==> config.mk <==
export PLATFORM = sky130hd
export DESIGN_NAME = divider_seq_flat
export DESIGN_NICKNAME = d
export VERILOG_FILES = /design/src/rtl/divider_seq_if.sv /design/src/rtl/divider_seq.sv /design/src/flat_wrapper.sv
export SDC_FILE = /design/constraint.sdc
export NUM_CORES = 1
export LEC_CHECK = 0
export CAP_MARGIN = 5
export CORE_ASPECT_RATIO = 1.75
export CORE_MARGIN = 4
export CORE_UTILIZATION = 53
export DETAILED_ROUTE_END_ITERATION = 8
export PLACE_DENSITY = 0.75
export SYNTH_ARGS = -nofsm -noshare
export SYNTH_HDL_FRONTEND = slang
export SYNTH_SLANG_ARGS = --single-unit
==> constraint.sdc <==
create_clock -name clk -period 4.1 [get_ports clk]
set_clock_uncertainty 0.05 [all_clocks]
set_input_delay 0.615 -clock clk [delete_from_list [all_inputs] [get_ports clk]]
set_output_delay 0.615 -clock clk [all_outputs]
set_load 0.005 [all_outputs]
==> src/rtl/divider_seq_if.sv <==
// Handshake and operand bundle for the sequential 32-bit RV32 divider.
interface divider_seq_if;
    logic        start;
    logic [1:0]  op;
    logic [31:0] dividend;
    logic [31:0] divisor;
    logic        flush;
    logic        busy;
    logic        done;
    logic [31:0] result;

    modport master (
        output start, op, dividend, divisor, flush,
        input  busy, done, result
    );

    modport slave (
        input  start, op, dividend, divisor, flush,
        output busy, done, result
    );
endinterface

==> src/rtl/divider_seq.sv <==
// Sequential restoring radix-2 divider for DIV/DIVU/REM/REMU (32-bit).
// Optional macro DIV_ZERO_FAST_EN: a zero divisor skips the iteration phase.
module divider_seq (
    input  logic         clk,
    input  logic         rst,
    divider_seq_if.slave bus
);
    typedef enum logic [1:0] {IDLE, DIVIDE, FIXUP, DONE} state_t;

    state_t      state_reg;
    logic        sel_rem_reg;
    logic        neg_q_reg;
    logic        neg_r_reg;
    logic        div_zero_reg;
    logic [31:0] q_reg;
    logic [31:0] rem_reg;
    logic [31:0] div_mag_reg;
    logic [4:0]  count_reg;
    logic        busy_reg;
    logic        done_reg;
    logic [31:0] result_reg;

    logic        signed_op;
    logic        a_neg;
    logic        b_neg;
    logic [31:0] a_mag;
    logic [31:0] b_mag;
    logic        b_zero;
    logic [32:0] rem_shift;
    logic        rem_ge;
    logic [31:0] rem_sub;
    logic [31:0] fixed_q;
    logic [31:0] fixed_r;

    // Op encoding: bit 0 set means unsigned, bit 1 set means remainder.
    assign signed_op = ~bus.op[0];
    assign a_neg     = signed_op & bus.dividend[31];
    assign b_neg     = signed_op & bus.divisor[31];
    assign a_mag     = a_neg ? (32'd0 - bus.dividend) : bus.dividend;
    assign b_mag     = b_neg ? (32'd0 - bus.divisor) : bus.divisor;
    assign b_zero    = (bus.divisor == 32'd0);

    // The remainder is always below the divisor, so the 33-bit shifted value
    // minus the divisor fits back into 32 bits when the subtraction succeeds.
    assign rem_shift = {rem_reg, q_reg[31]};
    assign rem_ge    = (rem_shift >= {1'b0, div_mag_reg});
    assign rem_sub   = rem_shift[31:0] - div_mag_reg;

    assign fixed_q = neg_q_reg ? (32'd0 - q_reg) : q_reg;
    assign fixed_r = neg_r_reg ? (32'd0 - rem_reg) : rem_reg;

    always_ff @(posedge clk or posedge rst) begin
        if (rst) begin
            state_reg    <= IDLE;
            sel_rem_reg  <= 1'b0;
            neg_q_reg    <= 1'b0;
            neg_r_reg    <= 1'b0;
            div_zero_reg <= 1'b0;
            q_reg        <= 32'd0;
            rem_reg      <= 32'd0;
            div_mag_reg  <= 32'd0;
            count_reg    <= 5'd0;
            busy_reg     <= 1'b0;
            done_reg     <= 1'b0;
            result_reg   <= 32'd0;
        end else if (bus.flush) begin
            state_reg <= IDLE;
            busy_reg  <= 1'b0;
            done_reg  <= 1'b0;
            count_reg <= 5'd0;
        end else begin
            case (state_reg)
                IDLE: begin
                    if (bus.start) begin
                        sel_rem_reg  <= bus.op[1];
                        neg_q_reg    <= (a_neg ^ b_neg) & ~b_zero;
                        neg_r_reg    <= a_neg;
                        div_zero_reg <= b_zero;
                        div_mag_reg  <= b_mag;
                        count_reg    <= 5'd0;
                        busy_reg     <= 1'b1;
`ifdef DIV_ZERO_FAST_EN
                        // Load the divide-by-zero answer directly so FIXUP is shared.
                        if (b_zero) begin
                            q_reg     <= 32'hFFFF_FFFF;
                            rem_reg   <= a_mag;
                            state_reg <= FIXUP;
                        end else begin
                            q_reg     <= a_mag;
                            rem_reg   <= 32'd0;
                            state_reg <= DIVIDE;
                        end
`else
                        q_reg     <= a_mag;
                        rem_reg   <= 32'd0;
                        state_reg <= DIVIDE;
`endif
                    end
                end
                DIVIDE: begin
                    rem_reg   <= rem_ge ? rem_sub : rem_shift[31:0];
                    q_reg     <= {q_reg[30:0], rem_ge};
                    count_reg <= count_reg + 5'd1;
                    if (count_reg == 5'd31) begin
                        state_reg <= FIXUP;
                    end
                end
                FIXUP: begin
                    result_reg <= sel_rem_reg ? fixed_r : fixed_q;
                    done_reg   <= 1'b1;
                    busy_reg   <= 1'b0;
                    state_reg  <= DONE;
                end
                default: begin
                    done_reg  <= 1'b0;
                    state_reg <= IDLE;
                end
            endcase
        end
    end

    assign bus.busy   = busy_reg;
    assign bus.done   = done_reg;
    assign bus.result = result_reg;
endmodule

==> src/flat_wrapper.sv <==
// flat-port wrapper written by rule: the top's interface ports become plain ports
module divider_seq_flat 
  (clk, rst, bus_start, bus_op, bus_dividend, bus_divisor, bus_flush, bus_busy, bus_done, bus_result);
  divider_seq_if bus_i ();
  input  logic clk;
  input  logic rst;
  input wire logic [$bits(bus_i.start)-1:0] bus_start;
  input wire logic [$bits(bus_i.op)-1:0] bus_op;
  input wire logic [$bits(bus_i.dividend)-1:0] bus_dividend;
  input wire logic [$bits(bus_i.divisor)-1:0] bus_divisor;
  input wire logic [$bits(bus_i.flush)-1:0] bus_flush;
  output wire logic [$bits(bus_i.busy)-1:0] bus_busy;
  output wire logic [$bits(bus_i.done)-1:0] bus_done;
  output wire logic [$bits(bus_i.result)-1:0] bus_result;
  assign bus_i.start = bus_start;
  assign bus_i.op = bus_op;
  assign bus_i.dividend = bus_dividend;
  assign bus_i.divisor = bus_divisor;
  assign bus_i.flush = bus_flush;
  assign bus_busy = bus_i.busy;
  assign bus_done = bus_i.done;
  assign bus_result = bus_i.result;
  divider_seq u_core (.clk(clk), .rst(rst), .bus(bus_i));
endmodule
==> results.md <==
- P_leak: ~5.3 nW
- Clock latency on the worst-skew pair: between 0.4 and 0.5 ns
- Post-synthesis mux area share: between 2 and 2.5%
- Worst-path clk slew: roughly 0.060 ns
- Number of diodes: 0
- Hold_ws: roughly 0.42 ns
- Postcts setup bufs: 0
- Initial antenna violation count: 0
- Register area share after synthesis: 33.4%
- Synth async-reset ratio: between 90% and 100%
- Core area: 19300 sq um
- WP depth: 13
- Worst hold path class: flop to flop
- Area Overhead vs Synth: 17.1%
- Max frequency: just under 300 MHz
- H-tree depth: 4
- Row count: 67
- Clk buf depth: 2
- RSZ-0062 raised after global routing: no
- Synth warn: 0
- Synthesized area per cell: ~8.0 sq um
- Synth Area in Simple Gates: between 10% and 20%
- CP Buf/Inv Count: 2
- CTS root buffer: clkbuf_16
- Largest net degree at the start of global routing: 81
- Global-route usage over all layers: 24.9%
- Pwr dens: roughly 600 nW/um^2
- Total gr overflow: 0
- Minimum clock period: about 3.5 ns
- Endpoint class of the critical path: flop
- Commonest non-fill, non-tap cells in the layout: nand2_1, o21ai_0, dfrtp_1, a21oi_1, clkdlybuf4s50_1
- Number of CTS-inserted buffers: 17
- First-pass GRT wire length: 45.5 mm
- Fraction of layout cells with a size suffix above 1: under 10%
- Final Setup Violations: 0
- First-pass iteration count of the detailed router: 5
- Critical Path AT: approximately 3.7 ns
- Final design utilization: 63.7%
- Nets: 1492
- Slew Limit Fails: 0
- Critical Path, Cell by Cell: inv_1 > ha_1 > inv_1 > fa_1 > a21o_1 > a221oi_2 > o21ai_1 > a311oi_2 > o221ai_1 > a22o_1 > a221oi_1 > xor2_1 > o211ai_1
- PostCTS Resize Cnt: 0
- Crit-path slowest cell: fa_1
- Initial drt markers: 801
- Post-synth EDFFs: 0
- Pre-CTS WS: ~0.44 ns
- Initial Utilization: a little over half
- Post-synthesis adder-cell area fraction: around 5.2%
- PortBufs: 103
- Final WS setup: 0.648 ns
- Crit-path max cell delay: about 0.40 ns
- # DRC: 0
- Routed WL: around 27 mm
- Most common cell after layout, fill and taps aside: nand2_1
- Synth Area in Compound Gates: a little under a quarter
- Chip height: between 150 and 200 um
- DR vias: 9579
- Clk sink count: 140
- Detailed placer's ending HPWL: between 20 and 25 mm
- Slew @ Worst Pin: 1.02 ns
- Req. time, crit path: about 4.3 ns
- Design Area, Final: about 12000 sq um
- Worst VDD drop: about 0.33 mV
- DIE AREA: 22200 sq um
- Max-cap viol count: 0
- Syn Nets: approximately 1400
- R2r setup slk: 0.65 ns
- Placed cell area: 11700 sq um
- Vias per cell: a little under 6
- Cell family with most CP delay: compound AO/OA/AOI/OAI gates
- Critical path fanouts, max: 3
- Non-Filler Instances: between 1500 and 2000
- Fin crit share: 84.2%
- Gp weighted congestion: ~0.94
- Setup TNS: 0 ns
- Worst setup SP type: flop
- CP most frequent cell: inv_1
- Final hold violations: 0
- Relative slew margins: a little under a third
- Post-Syn Instances: between 1000 and 1500
- Post-synth cell types: 75
- Number of global-route vias before repair: between 9000 and 10000
- Xor and xnor area share after synthesis: 11.7%
- DRT antenna net count: 0
- Top_reg_cell synth: dfrtp_1
- Routed wire per std cell: approximately 17 um
- R2R depth: 13
- Placed instance count: about 1600
- CP Class: flop to flop
- Power, Total: approximately 7.3 mW
- Mapped Area: roughly 10000 sq um
- Outcome: complete, no violations
- Top Ports: about 100
- TritonCTS clock tree: yes
- Number of synthesized register bits: 140
- Combinational family with the most area after synthesis: compound AO/OA/AOI/OAI gates
- # hold bufs at CTS: 0
- Die X-Extent: about 110 um
- Min-Delay Path Depth: 2
-- logic make-up after synthesis --
group                      Yosys count
DFF                                140
muxes                               23
adders and majority gates           43
xor gates and xnor gates           140
buffers and inverters              125
and+or+nand+nor                    429
AOI/OAI and AO/OA                  409
-- synth_stat cells (all sizes together) (16+ instances only) --
cell type | count | area, sq um
a21oi | 103 | 515
buf | 18 | 95.1
clkbuf | 54 | 204
dfrtp | 140 | 3500
ha | 42 | 526
inv | 53 | 199
mux2i | 22 | 220
nand2 | 196 | 736
nand3 | 16 | 85.1
nor2 | 96 | 360
nor3 | 18 | 95.1
o21ai | 188 | 941
o31ai | 29 | 223
o41ai | 19 | 196
or4 | 17 | 139
xnor2 | 58 | 508
xor2 | 82 | 718
-- worst paths after layout --
| check | endpoint | startpoint |
|---|---|---|
| max | u_core.rem_reg[28] | u_core.q_reg[31] |
| min | u_core.div_mag_reg[18] | u_core.div_mag_reg[18] |
| max reg2reg | u_core.rem_reg[28] | u_core.q_reg[31] |
| min reg2reg | u_core.div_mag_reg[18] | u_core.div_mag_reg[18] |
| max in group asynchronous | u_core.div_mag_reg[31] | rst |
| min in group asynchronous | u_core.bus.result[8] | rst |
-- metal layers --
| metal | vias up | GRT usage, % | part of all wire (%) |
|---|---|---|---|
| met5 | - | 0 | 0 |
| met4 | 0 | 11.7 | 3.9 |
| met3 | 73 | 2.56 | 3.6 |
| met2 | 265 | 43.8 | 52 |
| met1 | 4491 | 29.9 | 41 |
| li1 | 4750 | - | - |
-- layout make-up --
type,instances,area (sq um)
fillers,1684,7000
inverters,53,203
clock buffers,20,467
multi-input cells,1044,6490
flip-flops and latches,140,3500
clock inverters,11,119
repair buffers,123,1190
well taps,241,302
-- worst reg2reg max path: cells and delay by family (launching register included) --
family	cells	cell delay, ns
compound gates	8	2.00
fa+ha+maj	2	0.58
flops	1	0.37
xor+xnor	1	0.17
buf+inv	2	0.16
-- power by group --
group	internal, mW	switching, mW	leakage, nW	total (mW)
sequential	1.85	0.524	1.82	2.37
combinational	1.46	1.98	3.19	3.44
clock	0.936	0.584	0.280	1.52
total	4.25	3.08	5.29	7.33
Note: power is estimated with default switching activity, not from simulation.
